`src/rtl/mips_div_pkg.sv`:
```
// mips_div_pkg: shared definitions for the execute-stage integer divider.
//   div_state_t : divider control states (IDLE / CALC / DONE)
//   DIV_WIDTH   : operand and result width
//   DIV_CNT_W   : iteration counter width (must hold DIV_WIDTH)
package mips_div_pkg;

  localparam int unsigned DIV_WIDTH = 32;
  localparam int unsigned DIV_CNT_W = 6;

  typedef enum logic [1:0] {
    IDLE = 2'd0,
    CALC = 2'd1,
    DONE = 2'd2
  } div_state_t;

endpackage

```
`src/rtl/div_unit_if.sv`:
```
// div_unit_if: request/result bundle between the execute stage and the divider.
//   start, signed_div, a, b, annul : issued by the pipeline (master)
//   busy, ready, lo, hi            : returned by the divider (slave)
interface div_unit_if
  import mips_div_pkg::*;
#(
  parameter int unsigned WIDTH = DIV_WIDTH
);

  logic             start;
  logic             signed_div;
  logic [WIDTH-1:0] a;
  logic [WIDTH-1:0] b;
  logic             annul;
  logic             busy;
  logic             ready;
  logic [WIDTH-1:0] lo;
  logic [WIDTH-1:0] hi;

  modport master (
    output start, signed_div, a, b, annul,
    input  busy, ready, lo, hi
  );

  modport slave (
    input  start, signed_div, a, b, annul,
    output busy, ready, lo, hi
  );

endinterface

```
`src/rtl/div_unit_step.sv`:
```
// div_step: one combinational radix-2 restoring division iteration.
//   rem      (WIDTH+1) : partial remainder before the step
//   quo      (WIDTH)   : dividend bits still to shift in / quotient bits so far
//   divisor  (WIDTH)   : divisor magnitude
//   rem_next (WIDTH+1) : partial remainder after the step
//   quo_next (WIDTH)   : quotient register after the step
module div_step #(
  parameter int unsigned WIDTH = 32
) (
  input  logic [WIDTH:0]   rem,
  input  logic [WIDTH-1:0] quo,
  input  logic [WIDTH-1:0] divisor,
  output logic [WIDTH:0]   rem_next,
  output logic [WIDTH-1:0] quo_next
);

  logic [WIDTH+1:0] shifted;
  logic [WIDTH+1:0] diff;

  always_comb begin
    // One extra bit above the shifted remainder carries the borrow of the trial subtract.
    shifted  = {rem, quo[WIDTH-1]};
    diff     = shifted - {2'b00, divisor};
    rem_next = shifted[WIDTH:0];
    quo_next = {quo[WIDTH-2:0], 1'b0};
    if (!diff[WIDTH+1]) begin
      rem_next = diff[WIDTH:0];
      quo_next = {quo[WIDTH-2:0], 1'b1};
    end
  end

endmodule

```
`src/rtl/div_unit.sv`:
```
// div_unit: multi-cycle 32-bit DIV/DIVU for the MIPS execute stage.
// Restoring division, one quotient bit per cycle; quotient -> lo, remainder -> hi.
// Ports:
//   clk    : rising-edge clock
//   resetn : asynchronous active-low reset
//   bus    : div_unit_if.slave (start, signed_div, a, b, annul in;
//            busy, ready, lo, hi out, all outputs registered)
// Optional feature: define DIV_ZERO_FASTPATH_EN to finish divide-by-zero
// in one cycle (IDLE -> DONE) instead of running all iterations.
module div_unit
  import mips_div_pkg::*;
#(
  parameter int unsigned WIDTH = DIV_WIDTH
) (
  input logic       clk,
  input logic       resetn,
  div_unit_if.slave bus
);

  div_state_t           state;
  logic [DIV_CNT_W-1:0] cnt;
  logic [WIDTH:0]       rem;
  logic [WIDTH-1:0]     quo;
  logic [WIDTH-1:0]     divisor;
  logic                 sign_q;
  logic                 sign_r;

  logic [WIDTH:0]       rem_next;
  logic [WIDTH-1:0]     quo_next;
  logic [WIDTH-1:0]     a_mag;
  logic [WIDTH-1:0]     b_mag;
  logic                 zero_fast;

  assign a_mag = (bus.signed_div && bus.a[WIDTH-1]) ? -bus.a : bus.a;
  assign b_mag = (bus.signed_div && bus.b[WIDTH-1]) ? -bus.b : bus.b;

`ifdef DIV_ZERO_FASTPATH_EN
  assign zero_fast = (bus.b == '0);
`else
  assign zero_fast = 1'b0;
`endif

  div_step #(.WIDTH(WIDTH)) u_step (
    .rem      (rem),
    .quo      (quo),
    .divisor  (divisor),
    .rem_next (rem_next),
    .quo_next (quo_next)
  );

  always_ff @(posedge clk or negedge resetn) begin
    if (!resetn) begin
      state     <= IDLE;
      cnt       <= '0;
      rem       <= '0;
      quo       <= '0;
      divisor   <= '0;
      sign_q    <= 1'b0;
      sign_r    <= 1'b0;
      bus.busy  <= 1'b0;
      bus.ready <= 1'b0;
      bus.lo    <= '0;
      bus.hi    <= '0;
    end else begin
      bus.ready <= 1'b0;
      unique case (state)
        IDLE: begin
          if (bus.start && !bus.annul) begin
            sign_q  <= bus.signed_div & (bus.a[WIDTH-1] ^ bus.b[WIDTH-1]);
            sign_r  <= bus.signed_div & bus.a[WIDTH-1];
            divisor <= b_mag;
            if (zero_fast) begin
              // Preload what the full iteration would have produced for b == 0.
              rem   <= {1'b0, a_mag};
              quo   <= '1;
              cnt   <= '0;
              state <= DONE;
            end else begin
              rem      <= '0;
              quo      <= a_mag;
              cnt      <= DIV_CNT_W'(WIDTH);
              bus.busy <= 1'b1;
              state    <= CALC;
            end
          end
        end

        CALC: begin
          if (bus.annul) begin
            cnt      <= '0;
            bus.busy <= 1'b0;
            state    <= IDLE;
          end else begin
            rem <= rem_next;
            quo <= quo_next;
            cnt <= cnt - DIV_CNT_W'(1);
            if (cnt == DIV_CNT_W'(1)) begin
              bus.busy <= 1'b0;
              state    <= DONE;
            end
          end
        end

        DONE: begin
          if (!bus.annul) begin
            bus.ready <= 1'b1;
            bus.lo    <= sign_q ? -quo : quo;
            bus.hi    <= sign_r ? -rem[WIDTH-1:0] : rem[WIDTH-1:0];
          end
          state <= IDLE;
        end

        default: begin
          bus.busy <= 1'b0;
          state    <= IDLE;
        end
      endcase
    end
  end

endmodule

```
`src/flat_wrapper.sv`:
```
// flat-port wrapper written by rule: the top's interface ports become plain ports
module div_unit_flat import mips_div_pkg::*;
#(
  parameter int unsigned WIDTH = DIV_WIDTH
)
  (clk, resetn, bus_start, bus_signed_div, bus_a, bus_b, bus_annul, bus_busy, bus_ready, bus_lo, bus_hi);
  div_unit_if #(.WIDTH(WIDTH)) bus_i ();
  input logic clk;
  input logic resetn;
  input wire logic [$bits(bus_i.start)-1:0] bus_start;
  input wire logic [$bits(bus_i.signed_div)-1:0] bus_signed_div;
  input wire logic [$bits(bus_i.a)-1:0] bus_a;
  input wire logic [$bits(bus_i.b)-1:0] bus_b;
  input wire logic [$bits(bus_i.annul)-1:0] bus_annul;
  output wire logic [$bits(bus_i.busy)-1:0] bus_busy;
  output wire logic [$bits(bus_i.ready)-1:0] bus_ready;
  output wire logic [$bits(bus_i.lo)-1:0] bus_lo;
  output wire logic [$bits(bus_i.hi)-1:0] bus_hi;
  assign bus_i.start = bus_start;
  assign bus_i.signed_div = bus_signed_div;
  assign bus_i.a = bus_a;
  assign bus_i.b = bus_b;
  assign bus_i.annul = bus_annul;
  assign bus_busy = bus_i.busy;
  assign bus_ready = bus_i.ready;
  assign bus_lo = bus_i.lo;
  assign bus_hi = bus_i.hi;
  div_unit #(.WIDTH(WIDTH)) u_core (.clk(clk), .resetn(resetn), .bus(bus_i));
endmodule
```
`config.mk`:
```
export PLATFORM = sky130hd
export DESIGN_NAME = div_unit_flat
export DESIGN_NICKNAME = d
export VERILOG_FILES = /design/src/rtl/mips_div_pkg.sv /design/src/rtl/div_unit_if.sv /design/src/rtl/div_unit_step.sv /design/src/rtl/div_unit.sv /design/src/flat_wrapper.sv
export SDC_FILE = /design/constraint.sdc
export NUM_CORES = 1
export LEC_CHECK = 0
export CAP_MARGIN = 20
export CELL_PAD_IN_SITES_DETAIL_PLACEMENT = 2
export CELL_PAD_IN_SITES_GLOBAL_PLACEMENT = 2
export CORE_MARGIN = 10
export CORE_UTILIZATION = 37
export DETAILED_ROUTE_END_ITERATION = 16
export PLACE_DENSITY_LB_ADDON = 0.25
export SLEW_MARGIN = 20
export SYNTH_ARGS = -nofsm -noshare
export SYNTH_HDL_FRONTEND = slang
export SYNTH_SLANG_ARGS = --single-unit
```
`constraint.sdc`:
```
create_clock -name clk -period 8.7 [get_ports clk]
set_input_delay 1.74 -clock clk [delete_from_list [all_inputs] [get_ports clk]]
set_output_delay 1.74 -clock clk [all_outputs]
set_load 0.1 [all_outputs]
```
==> After elaboration in Yosys (flattened, before gate mapping) <==
Index checks and enable logic that the tools add are counted.
{ "op_classes": {"addsub": 6, "n_reduce_logical": 12, "mux": 25, "bitwise_logic": 5, "n_eq_ne": 6} }
{ "ops": {"columns": ["op", "count"], "rows": [
  ["two-way mux 32 bit", 6],
  ["negator 32 bit", 4],
  ["two-way mux 33 bit", 3],
  ["case mux 33 bit (2 select lines)", 1],
  ["case mux 32 bit (2 select lines)", 1],
  ["subtractor 34 x 32 -> 34 bit", 1],
  ["two-way mux 6 bit", 2],
  ["case mux 6 bit (2 select lines)", 1],
  ["AND reduction 2 bit", 4],
  ["equality test 6 x 1 -> 1 bit, second input constant", 1],
  ["two-way mux 1 bit", 6],
  ["two-way mux 2 bit", 3],
  ["AND reduction 3 bit", 2],
  ["subtractor 6 x 1 -> 6 bit, second input constant", 1],
  ["case mux 2 bit (2 select lines)", 1],
  ["logical AND 1 bit", 3],
  ["inequality test 3 x 2 -> 1 bit, second input constant", 1],
  ["case mux 1 bit (3 select lines)", 1],
  ["bitwise AND 1 bit", 2],
  ["equality test 2 x 1 -> 1 bit, second input constant", 1],
  ["equality test 2 bit, second input constant", 1],
  ["zero test 2 bit", 1],
  ["inequality test 2 x 1 -> 1 bit, second input constant", 1],
  ["inequality test 2 bit, second input constant", 1],
  ["other kinds (4)", 5]
]} }
{ "word_totals": {"inputBits": 69, "elab_cells": 65, "reg_bits": 173, "output_inout_bits": 66} }

==> Logic depth before layout (Yosys ltp) <==
Gate-level depths: netlist (run 1).
{ "logic_depth": {"ltp_word": 4, "depth_mapped": 14} }

==> Hierarchy <==
A second synthesis (run 1) with hierarchy kept.
{ "unflattened": {"cells_unflattened": 1436, "area_unflattened_um2": 11935.2} }
{ "by_module_without_submodules": {"columns": ["mod", "cells_each", "n_inst", "area_each_um2", "seq_area_each_um2"], "rows": [
  ["div_unit", 1077, 1, 9531.6, 4329.2],
  ["div_step", 359, 1, 2403.6, 0.0]
]} }

==> Worst setup path before layout (run 1) <==
OpenSTA, ideal clock, no wires.
{ "synth_timing": {"path_type": "in2reg", "from": "input bus_a[4]", "to": "register u_core.quo[28]", "setup_slack_ps": 5021, "t_required_ps": 8579, "setup_ps": 121, "t_arrival_ps": 3557, "stages": 9, "path_cell_list": "nor4_1 nand4b_1 nor4_2 nand3_1 nor4_1 a21oi_1 xor2_1 nor2_1 o21ai_1"} }
{ "synth_via": {"elab_chain_len": 4} }
{ "synth_lines": {"columns": ["element", "line", "source"], "rows": [
  ["from (decl)", "flat_wrapper.sv:12", "input wire logic [$bits(bus_i.a)-1:0] bus_a;"],
  ["negator 32 bit", "div_unit.sv:34", "assign a_mag = (bus.signed_div && bus.a[WIDTH-1]) ? -bus.a : bus.a;"],
  ["two-way mux 32 bit", "div_unit.sv:34", null],
  ["two-way mux 32 bit", "div_unit.sv:68", "if (bus.start && !bus.annul) begin"],
  ["case mux 32 bit (2 select lines)", "div_unit.sv:66", "unique case (state)"],
  ["to (signal assigned)", "div_unit.sv:80", "quo <= a_mag;"],
  ["to (signal assigned)", "div_unit.sv:95", "quo <= quo_next;"],
  ["to (decl)", "div_unit.sv:23", "logic [WIDTH-1:0] quo;"]
]} }
No other way between the ends. The select of a mux whose other input is x is not followed.
A chain may end at the register's enable or synchronous reset.

==> Final worst setup path (run 1) <==
{ "layout_timing": {"from": "input bus_a[2]", "to": "register u_core.quo[26]"} }
Same word-level chain as after synthesis.

==> results of run 1 <==
cell usage in the layout (no fill, tap or decap), drive strengths merged, types with 3 or more instances in the layout:
cell type	count
nor4	20
xor2	91
nand2	152
and2	10
clkdlybuf4s50	133
or4	11
ha	38
nor2b	10
a32oi	8
o21bai	3
nor3	15
o21a	8
inv	58
nor2	145
clkbuf	19
nand4	5
or2	4
clkinv	7
nand3	28
a21oi	151
o21ai	156
diode	4
and3	9
o22ai	5
or3	13
dfrtp	173
o31ai	23
o41ai	17
nand2b	9
mux2i	23
a31oi	12
xnor2	51
a21o	14
buf	11
a211oi	9
o211ai	5
cell usage after synthesis (11+ instances only):
library cell               number
sky130_fd_sc_hd__inv_1         54
sky130_fd_sc_hd__a21o_1        14
sky130_fd_sc_hd__a21oi_1      150
sky130_fd_sc_hd__xor2_1        91
sky130_fd_sc_hd__o21ai_0      143
sky130_fd_sc_hd__clkbuf_1      51
sky130_fd_sc_hd__o21ai_1       13
sky130_fd_sc_hd__nor2_1       145
sky130_fd_sc_hd__o41ai_1       14
sky130_fd_sc_hd__nor3_1        15
sky130_fd_sc_hd__or3_1         12
sky130_fd_sc_hd__nand3_1       27
sky130_fd_sc_hd__mux2i_1       23
sky130_fd_sc_hd__a31oi_1       11
sky130_fd_sc_hd__ha_1          38
sky130_fd_sc_hd__dfrtp_1      173
sky130_fd_sc_hd__nor4_1        18
sky130_fd_sc_hd__xnor2_1       51
sky130_fd_sc_hd__nand2_1      152
sky130_fd_sc_hd__o31ai_1       21
per-stage QoR:
step | area, um2 | utilization
finish | 13600 | 0.448
CTS | 13600 | 0.448
floorplan | 11400 | -
global placement | 13100 | 0.429
detailed placement | 13100 | 0.429
global route | 13600 | 0.448
layout make-up:
type / count / area (um2)
Antenna cell: 4 / 10.0
Clock buffer: 19 / 443
Clock inverter: 13 / 134
Fill cell: 3442 / 16800
Inverter: 54 / 203
Multi-Input combinational cell: 1074 / 6610
Sequential cell: 173 / 4330
Tap cell: 396 / 495
Timing Repair Buffer: 144 / 1420
state kept, by name (all words and copies together), names as in the netlist:
name,cells
u_core.quo,32
u_core.state,2
u_core.sign_q,1
u_core.bus.busy,1
u_core.bus.lo,32
u_core.cnt,6
u_core.bus.hi,32
u_core.sign_r,1
u_core.bus.ready,1
u_core.rem,33
u_core.divisor,32
worst max-delay path: stages:
cell,delay (ns)
sky130_fd_sc_hd__clkdlybuf4s50_1,0.50
sky130_fd_sc_hd__nor4_1,0.50
sky130_fd_sc_hd__nand4b_1,0.21
sky130_fd_sc_hd__nor4_2,0.51
sky130_fd_sc_hd__nand3_1,0.20
sky130_fd_sc_hd__nor4_1,0.55
sky130_fd_sc_hd__o21ai_0,0.20
sky130_fd_sc_hd__a21oi_1,0.20
sky130_fd_sc_hd__a21oi_1,0.07
sky130_fd_sc_hd__o21ai_0,0.18
cells by family (layout without fill, tap and decap cells):
group           count (synthesis)  in the layout
buf+inv                       116            230
fa+ha+maj                      39             39
xor+xnor                      142            142
compound gates                429            429
other cells                     0              4
simple gates                  439            439
flops                         173            173
mux                            25             25
where the power goes:
part | switching (W) | internal (W)
clock network | 0.000369 | 0.000409
logic | 0.00270 | 0.00119
registers | 0.000446 | 0.00114
how the worst min path moves through the flow:
stage | end | slack (ns) | depth (start not counted)
floorplan | u_core.divisor[10] | 0.45 | 2
global placement | u_core.divisor[12] | 0.46 | 2
detailed placement | u_core.divisor[9] | 0.47 | 2
CTS | u_core.divisor[9] | 0.49 | 2
global route | u_core.divisor[2] | 0.52 | 2
finish | u_core.divisor[9] | 0.48 | 2
layer usage:
metal | track usage | vias up
met2 | 0.315 | 180
met3 | 0.0325 | 27
li1 | - | 5027
met1 | 0.301 | 5302
met5 | 0 | -
met4 | 0.0495 | 0
==> flow_results.xml, run 1 <==
<?xml version="1.0" encoding="UTF-8"?>
<metrics>
  <group name="critical_path">
    <metric name="timing.reg2reg.setup_slack" unit="ns">4.74</metric>
    <metric name="criticalPathCategory" unit="">input pin to flop</metric>
    <metric name="critical_path.reg2reg.endpoint" unit="">u_core.rem[30]</metric>
    <metric name="regToRegStartpoint" unit="">u_core.quo[31]</metric>
    <metric name="timing.critical_path.fanout_max" unit="">7</metric>
    <metric name="setup.worst_path.start_class" unit="">input pin</metric>
    <metric name="worstSetupEndpointType" unit="">flop</metric>
    <metric name="worst_ep_required_time" unit="ns">9.07</metric>
    <metric name="worstRegToRegCells" unit="">13</metric>
    <metric name="crit_start" unit="">bus_a[2]</metric>
    <metric name="critPathCapture" unit="">u_core.quo[26]</metric>
    <metric name="timing.critical_path.arrival" unit="ns">4.86</metric>
  </group>
  <group name="floorplanning">
    <metric name="placementRows" unit="">64</metric>
    <metric name="die_y" unit="um">195</metric>
    <metric name="floorplan.initialDensity" unit="">0.373</metric>
    <metric name="pin_count" unit="">135</metric>
    <metric name="die_w" unit="um">195</metric>
    <metric name="design.die.area" unit="mm2">0.0381</metric>
    <metric name="design.core.area" unit="mm2">0.0304</metric>
  </group>
  <group name="global_routing">
    <metric name="globalRouteTotalUtil" unit="">0.208</metric>
    <metric name="grt_overflow_total" unit="">0</metric>
    <metric name="grt_pass1_wl" unit="mm">64.5</metric>
    <metric name="antenna_found_initial" unit="">2</metric>
    <metric name="grt_max_degree" unit="">77</metric>
    <metric name="grt_pass1_vias" unit="">11200</metric>
  </group>
  <group name="final_layout">
    <metric name="drive_gt1_frac" unit="">0.0508</metric>
    <metric name="syn2layout_area_growth" unit="%">20.1</metric>
    <metric name="finish.net_count" unit="">1572</metric>
    <metric name="final-instance-count-excl-fill" unit="">1877</metric>
  </group>
  <group name="logic_synthesis">
    <metric name="leading_register_cell_type_out_of_synthesis" unit="">sky130_fd_sc_hd__dfrtp_1</metric>
    <metric name="synth_largest_area_cell" unit="">sky130_fd_sc_hd__dfrtp_1</metric>
    <metric name="synth_fa_ha_area_frac" unit="">0.0436</metric>
    <metric name="synth-seq-cells" unit="">173</metric>
    <metric name="synth_top_family_by_area" unit="">compound AO/OA/AOI/OAI gates</metric>
    <metric name="post_synth_arst_share" unit="">1.00</metric>
    <metric name="synth_edf_count" unit="">0</metric>
    <metric name="synthSimpleGateAreaFrac" unit="">0.178</metric>
    <metric name="sequential_cell_area_fraction_in_the_yosys_report" unit="">0.381</metric>
    <metric name="synth_cell_type_count" unit="">70</metric>
    <metric name="synthesis.nets" unit="">1471</metric>
    <metric name="synth.area.mux_share" unit="">0.0223</metric>
    <metric name="synthesis.yosys.warnings" unit="">0</metric>
    <metric name="post_synthesis_compound_gate_area_fraction" unit="">0.226</metric>
    <metric name="syn-cell-area" unit="mm2">0.0114</metric>
    <metric name="netlist_instances" unit="">1363</metric>
    <metric name="largest_cells_by_area_after_synthesis" unit="">sky130_fd_sc_hd__dfrtp_1 (38%), sky130_fd_sc_hd__xor2_1 (7.0%), sky130_fd_sc_hd__a21oi_1 (6.6%), sky130_fd_sc_hd__o21ai_0 (6.3%), sky130_fd_sc_hd__nand2_1 (5.0%)</metric>
    <metric name="syn-mean-instance-area" unit="um2">8.33</metric>
    <metric name="synth.top_cell.area_share" unit="">0.381</metric>
    <metric name="synth-xor-area-share" unit="">0.110</metric>
  </group>
  <group name="route">
    <metric name="first_pass_iters" unit="">7</metric>
    <metric name="via_per_inst" unit="">5.61</metric>
    <metric name="drt-total-wl" unit="mm">40.1</metric>
    <metric name="detailroute.wirelength.met3" unit="mm">1.47</metric>
    <metric name="drt.antenna.violating_nets" unit="">0</metric>
    <metric name="drc_errors" unit="">0</metric>
    <metric name="sum_of_routed_wire_segments_on_met1" unit="mm">20.5</metric>
    <metric name="route.top_layer_used" unit="">met4</metric>
    <metric name="drt-wirelength-per-cell" unit="um">21.3</metric>
    <metric name="wl_met2" unit="mm">17.6</metric>
    <metric name="total_number_of_vias" unit="">10500</metric>
    <metric name="drt_iter0_drc" unit="">526</metric>
  </group>
  <group name="clocking">
    <metric name="cts_sinks" unit="">173</metric>
    <metric name="post-cts-setup-buffers" unit="">0</metric>
    <metric name="htreeDepth" unit="">4</metric>
    <metric name="insertion_delay" unit="ns">0.45</metric>
    <metric name="tritoncts" unit="">yes</metric>
    <metric name="cts_root_buffer" unit="">sky130_fd_sc_hd__clkbuf_16</metric>
    <metric name="cts_made_buffers" unit="">17</metric>
    <metric name="clock_tree.buffer_depth" unit="">2</metric>
    <metric name="clkTransAtPathRegs" unit="ns">0.07</metric>
    <metric name="cts_resized" unit="">0</metric>
    <metric name="cts_hold_buffers" unit="">0</metric>
  </group>
  <group name="power">
    <metric name="vdd_ir_drop_max" unit="mV">0.164</metric>
    <metric name="power.leakage" unit="nW">5.72</metric>
    <metric name="total_power" unit="W">0.00625</metric>
    <metric name="power_per_cell_area" unit="mW/mm2">458</metric>
  </group>
  <group name="timing">
    <metric name="final-hold-violation-count" unit="">0</metric>
    <metric name="timing.setup.tns" unit="ns">0</metric>
    <metric name="maxSlewViolCount" unit="">0</metric>
    <metric name="layout_min_cycle_time" unit="ns">4.49</metric>
    <metric name="worst-slew-pin-transition" unit="ns">1.02</metric>
    <metric name="finClkSkew" unit="ns">0.0193</metric>
    <metric name="setup_ws" unit="ns">4.21</metric>
    <metric name="timing.hold.ws" unit="ns">0.480</metric>
    <metric name="worst_slew_margin_rel" unit="">0.316</metric>
    <metric name="setup_repair_after_global_routing_missed_its_margin" unit="">no</metric>
    <metric name="finalCritPeriodShare" unit="">0.516</metric>
    <metric name="final-setup-viol-count" unit="">0</metric>
    <metric name="fmax" unit="MHz">223</metric>
  </group>
  <group name="placement">
    <metric name="post-place-ws" unit="ns">3.89</metric>
    <metric name="gpl.final_weighted_congestion" unit="">0.881</metric>
    <metric name="place.port_buffers" unit="">134</metric>
    <metric name="dp_hpwl" unit="mm">29.5</metric>
    <metric name="placedCellCount" unit="">1841</metric>
  </group>
  <group name="hold_path">
    <metric name="hold_path_class" unit="">flop to flop</metric>
    <metric name="timing.hold.worst.start" unit="">u_core.divisor[9]</metric>
  </group>
  <group name="flow_run">
    <metric name="maxCapViolations" unit="">0</metric>
  </group>
  <group name="status">
    <metric name="outcome" unit="">finished clean</metric>
  </group>
</metrics>
Power figures use the tool's default switching activity.
==> run 2: changes to the inputs <==
--- a/config.mk
+++ b/config.mk
@@ -9,7 +9,7 @@
 export CELL_PAD_IN_SITES_DETAIL_PLACEMENT = 2
 export CELL_PAD_IN_SITES_GLOBAL_PLACEMENT = 2
 export CORE_MARGIN = 10
-export CORE_UTILIZATION = 37
+export CORE_UTILIZATION = 34
 export DETAILED_ROUTE_END_ITERATION = 16
 export PLACE_DENSITY_LB_ADDON = 0.25
 export SLEW_MARGIN = 20
==> constraint.sdc (replaced) <==
create_clock -name clk -period 4.2 [get_ports clk]
set_input_delay 0.84 -clock clk [delete_from_list [all_inputs] [get_ports clk]]
set_output_delay 0.84 -clock clk [all_outputs]
set_load 0.1 [all_outputs]
==> run 2 against run 1 <==
First-iteration DRC count is 9.7% lower. Routed wire length shrank 2.5%. Die area up 7.9%. Non-clock buffer count is 10 higher. Critical path type is now flop to flop. Largest power group unchanged. Highest routed layer unchanged. Largest cell class unchanged. Setup slack worse by 3.8 ns.
==> flow_results.xml, run 2 (synthesis results as in run 1) <==
<?xml version="1.0" encoding="UTF-8"?>
<metrics>
  <group name="power">
    <metric name="vdd_ir_drop_max" unit="mV">0.514</metric>
    <metric name="power.switching" unit="W">0.00718</metric>
    <metric name="power.leakage" unit="nW">5.77</metric>
    <metric name="power_frac_clock" unit="">0.120</metric>
    <metric name="power_per_cell_area" unit="mW/mm2">933</metric>
    <metric name="share_comb_of_total_power" unit="">0.630</metric>
    <metric name="internal-power" unit="W">0.00568</metric>
    <metric name="power.switching_fraction" unit="">0.558</metric>
    <metric name="seq_power_share" unit="">0.250</metric>
  </group>
  <group name="floorplanning">
    <metric name="floorplan.initialDensity" unit="">0.346</metric>
    <metric name="die_w" unit="um">203</metric>
    <metric name="design.die.area" unit="mm2">0.0411</metric>
    <metric name="placementRows" unit="">66</metric>
    <metric name="die_y" unit="um">203</metric>
    <metric name="pin_count" unit="">135</metric>
    <metric name="design.core.area" unit="mm2">0.0328</metric>
  </group>
  <group name="timing">
    <metric name="final-hold-violation-count" unit="">0</metric>
    <metric name="setup_repair_after_global_routing_missed_its_margin" unit="">no</metric>
    <metric name="worst_slew_margin_rel" unit="">0.308</metric>
    <metric name="maxSlewViolCount" unit="">0</metric>
    <metric name="finClkSkew" unit="ns">0.0125</metric>
    <metric name="fmax" unit="MHz">266</metric>
    <metric name="layout_min_cycle_time" unit="ns">3.77</metric>
    <metric name="timing.setup.tns" unit="ns">0</metric>
    <metric name="worst-slew-pin-transition" unit="ns">1.04</metric>
    <metric name="timing.hold.ws" unit="ns">0.333</metric>
    <metric name="finalCritPeriodShare" unit="">0.897</metric>
    <metric name="final-setup-viol-count" unit="">0</metric>
  </group>
  <group name="global_routing">
    <metric name="grt_pass1_vias" unit="">11200</metric>
    <metric name="grt_max_degree" unit="">128</metric>
    <metric name="grt_pass1_wl" unit="mm">63.9</metric>
    <metric name="grt_overflow_total" unit="">0</metric>
    <metric name="antenna_found_initial" unit="">1</metric>
    <metric name="globalRouteTotalUtil" unit="">0.191</metric>
  </group>
  <group name="clocking">
    <metric name="clock_tree.buffer_depth" unit="">2</metric>
    <metric name="cts_resized" unit="">0</metric>
    <metric name="cts_hold_buffers" unit="">0</metric>
    <metric name="tritoncts" unit="">yes</metric>
    <metric name="post-cts-setup-buffers" unit="">0</metric>
    <metric name="htreeDepth" unit="">4</metric>
    <metric name="insertion_delay" unit="ns">0.45</metric>
    <metric name="clkTransAtPathRegs" unit="ns">0.07</metric>
    <metric name="cts_sinks" unit="">173</metric>
    <metric name="cts_made_buffers" unit="">17</metric>
    <metric name="cts_root_buffer" unit="">sky130_fd_sc_hd__clkbuf_16</metric>
  </group>
  <group name="critical_path">
    <metric name="slowest_delay" unit="ns">0.82</metric>
    <metric name="worst_ep_required_time" unit="ns">4.57</metric>
    <metric name="worstSetupEndpointType" unit="">flop</metric>
    <metric name="criticalPathCategory" unit="">flop to flop</metric>
    <metric name="crit_chain" unit="">inv_1 &gt; ha_1 &gt; inv_1 &gt; fa_1 &gt; a211o_1 &gt; a211oi_1 &gt; o22a_2 &gt; a31oi_4 &gt; a2111oi_0 &gt; nor2_1 &gt; o41ai_1 &gt; o211ai_1 &gt; o211ai_1</metric>
    <metric name="timing.critical_path.arrival" unit="ns">4.13</metric>
    <metric name="crit_slowest_cell" unit="">sky130_fd_sc_hd__a2111oi_0</metric>
    <metric name="timing.reg2reg.setup_slack" unit="ns">0.43</metric>
    <metric name="timing.critical_path.fanout_max" unit="">5</metric>
    <metric name="setup.worst_path.start_class" unit="">flop</metric>
  </group>
  <group name="final_layout">
    <metric name="finish.net_count" unit="">1582</metric>
    <metric name="drive_gt1_frac" unit="">0.0572</metric>
    <metric name="most-common-layout-cells" unit="">sky130_fd_sc_hd__dfrtp_1 (172), sky130_fd_sc_hd__nand2_1 (152), sky130_fd_sc_hd__a21oi_1 (150)</metric>
    <metric name="layout.cells.most_common" unit="">sky130_fd_sc_hd__dfrtp_1</metric>
    <metric name="flip_flop_count_of_the_largest_register_after_layout" unit="">33</metric>
    <metric name="fillers" unit="">3731</metric>
    <metric name="register_with_the_most_flip_flops" unit="">u_core.rem</metric>
    <metric name="design_area" unit="mm2">0.0138</metric>
    <metric name="syn2layout_area_growth" unit="%">21.4</metric>
  </group>
  <group name="placement">
    <metric name="place.port_buffers" unit="">134</metric>
    <metric name="placed_cell_area" unit="mm2">0.0132</metric>
    <metric name="dp_hpwl" unit="mm">30.0</metric>
    <metric name="gpl.final_weighted_congestion" unit="">0.857</metric>
  </group>
  <group name="route">
    <metric name="drt-wirelength-per-cell" unit="um">20.2</metric>
    <metric name="drt.antenna.violating_nets" unit="">0</metric>
    <metric name="total_number_of_vias" unit="">10500</metric>
    <metric name="drt-total-wl" unit="mm">39.1</metric>
    <metric name="via_per_inst" unit="">5.42</metric>
    <metric name="first_pass_iters" unit="">7</metric>
    <metric name="drt_iter0_drc" unit="">475</metric>
    <metric name="drc_errors" unit="">0</metric>
  </group>
  <group name="status">
    <metric name="outcome" unit="">finished clean</metric>
  </group>
  <group name="flow_run">
    <metric name="maxCapViolations" unit="">0</metric>
  </group>
  <group name="hold_path">
    <metric name="hold_path_class" unit="">input pin to asynchronous set/reset pin</metric>
  </group>
</metrics>
[run 2: changes by cell type in the layout (fill, tap and decap cells not counted), sizes merged]
cell	change
bufinv	-1
buf	+10
clkinv	-2
inv	+1
clkinvlp	+2
diode	-3
[run 2: path summary, 6_finish.rpt]
check,depth (start not counted),to,from
worst max-delay path,13,u_core.rem[30],u_core.quo[31]
worst min-delay path,1,u_core.bus.hi[6],resetn
worst max register to register,13,u_core.rem[30],u_core.quo[31]
worst min register to register,2,u_core.divisor[5],u_core.divisor[5]
max in group asynchronous,2,u_core.sign_q,resetn
min in group clk,2,u_core.divisor[5],u_core.divisor[5]
[run 2: layout make-up]
cell class              count  area [um2]  share of cell area
inverters                  54         203              0.0147
diodes                      1        2.50            0.000182
multi-input cells        1074        6600               0.479
repair buffers            154        1540               0.112
clock buffers              19         443              0.0321
clock inverters            13         108             0.00781
well taps                 442         553              0.0401
flip-flops and latches    173        4330               0.314
[run 2: worst max-delay path, delay by kind of cell, from the launching register on]
family / cells / cell delay [ns]
buf+inv: 2 / 0.18
simple gates: 1 / 0.17
flops: 1 / 0.38
fa+ha+maj: 2 / 0.62
compound gates: 8 / 2.34
[run 2: power by group through the flow]
| stage | registers [W] | logic (W) | clock network (W) |
|---|---|---|---|
| floorplan | 0.00524 | 0.00372 | 0 |
| global placement | 0.00318 | 0.00786 | 0 |
| detailed placement | 0.00325 | 0.00808 | 0 |
| CTS | 0.00322 | 0.00816 | 0.00158 |
| global route | 0.00335 | 0.00880 | 0.00165 |
| finish | 0.00322 | 0.00810 | 0.00154 |
[run 2: through the flow]
step | std cells | worst slack (ns) | utilization | power, W
floorplan | 1363 | 1.16 | - | 0.00896
global placement | 1897 | 0.357 | 0.404 | 0.0110
detailed placement | 1897 | 0.249 | 0.404 | 0.0113
CTS | 1929 | 0.389 | 0.420 | 0.0130
global route | 1930 | 0.102 | 0.420 | 0.0138
finish | 1930 | 0.434 | 0.420 | 0.0129
[run 2: layer usage]
layer  share of wire  vias to the layer above  global-route usage
met4           0.011                        0              0.0437
met1            0.50                     5260               0.264
li1                -                     5047                   -
met3           0.030                       18              0.0280
met2            0.46                      145               0.308
met5               0                        -                   0
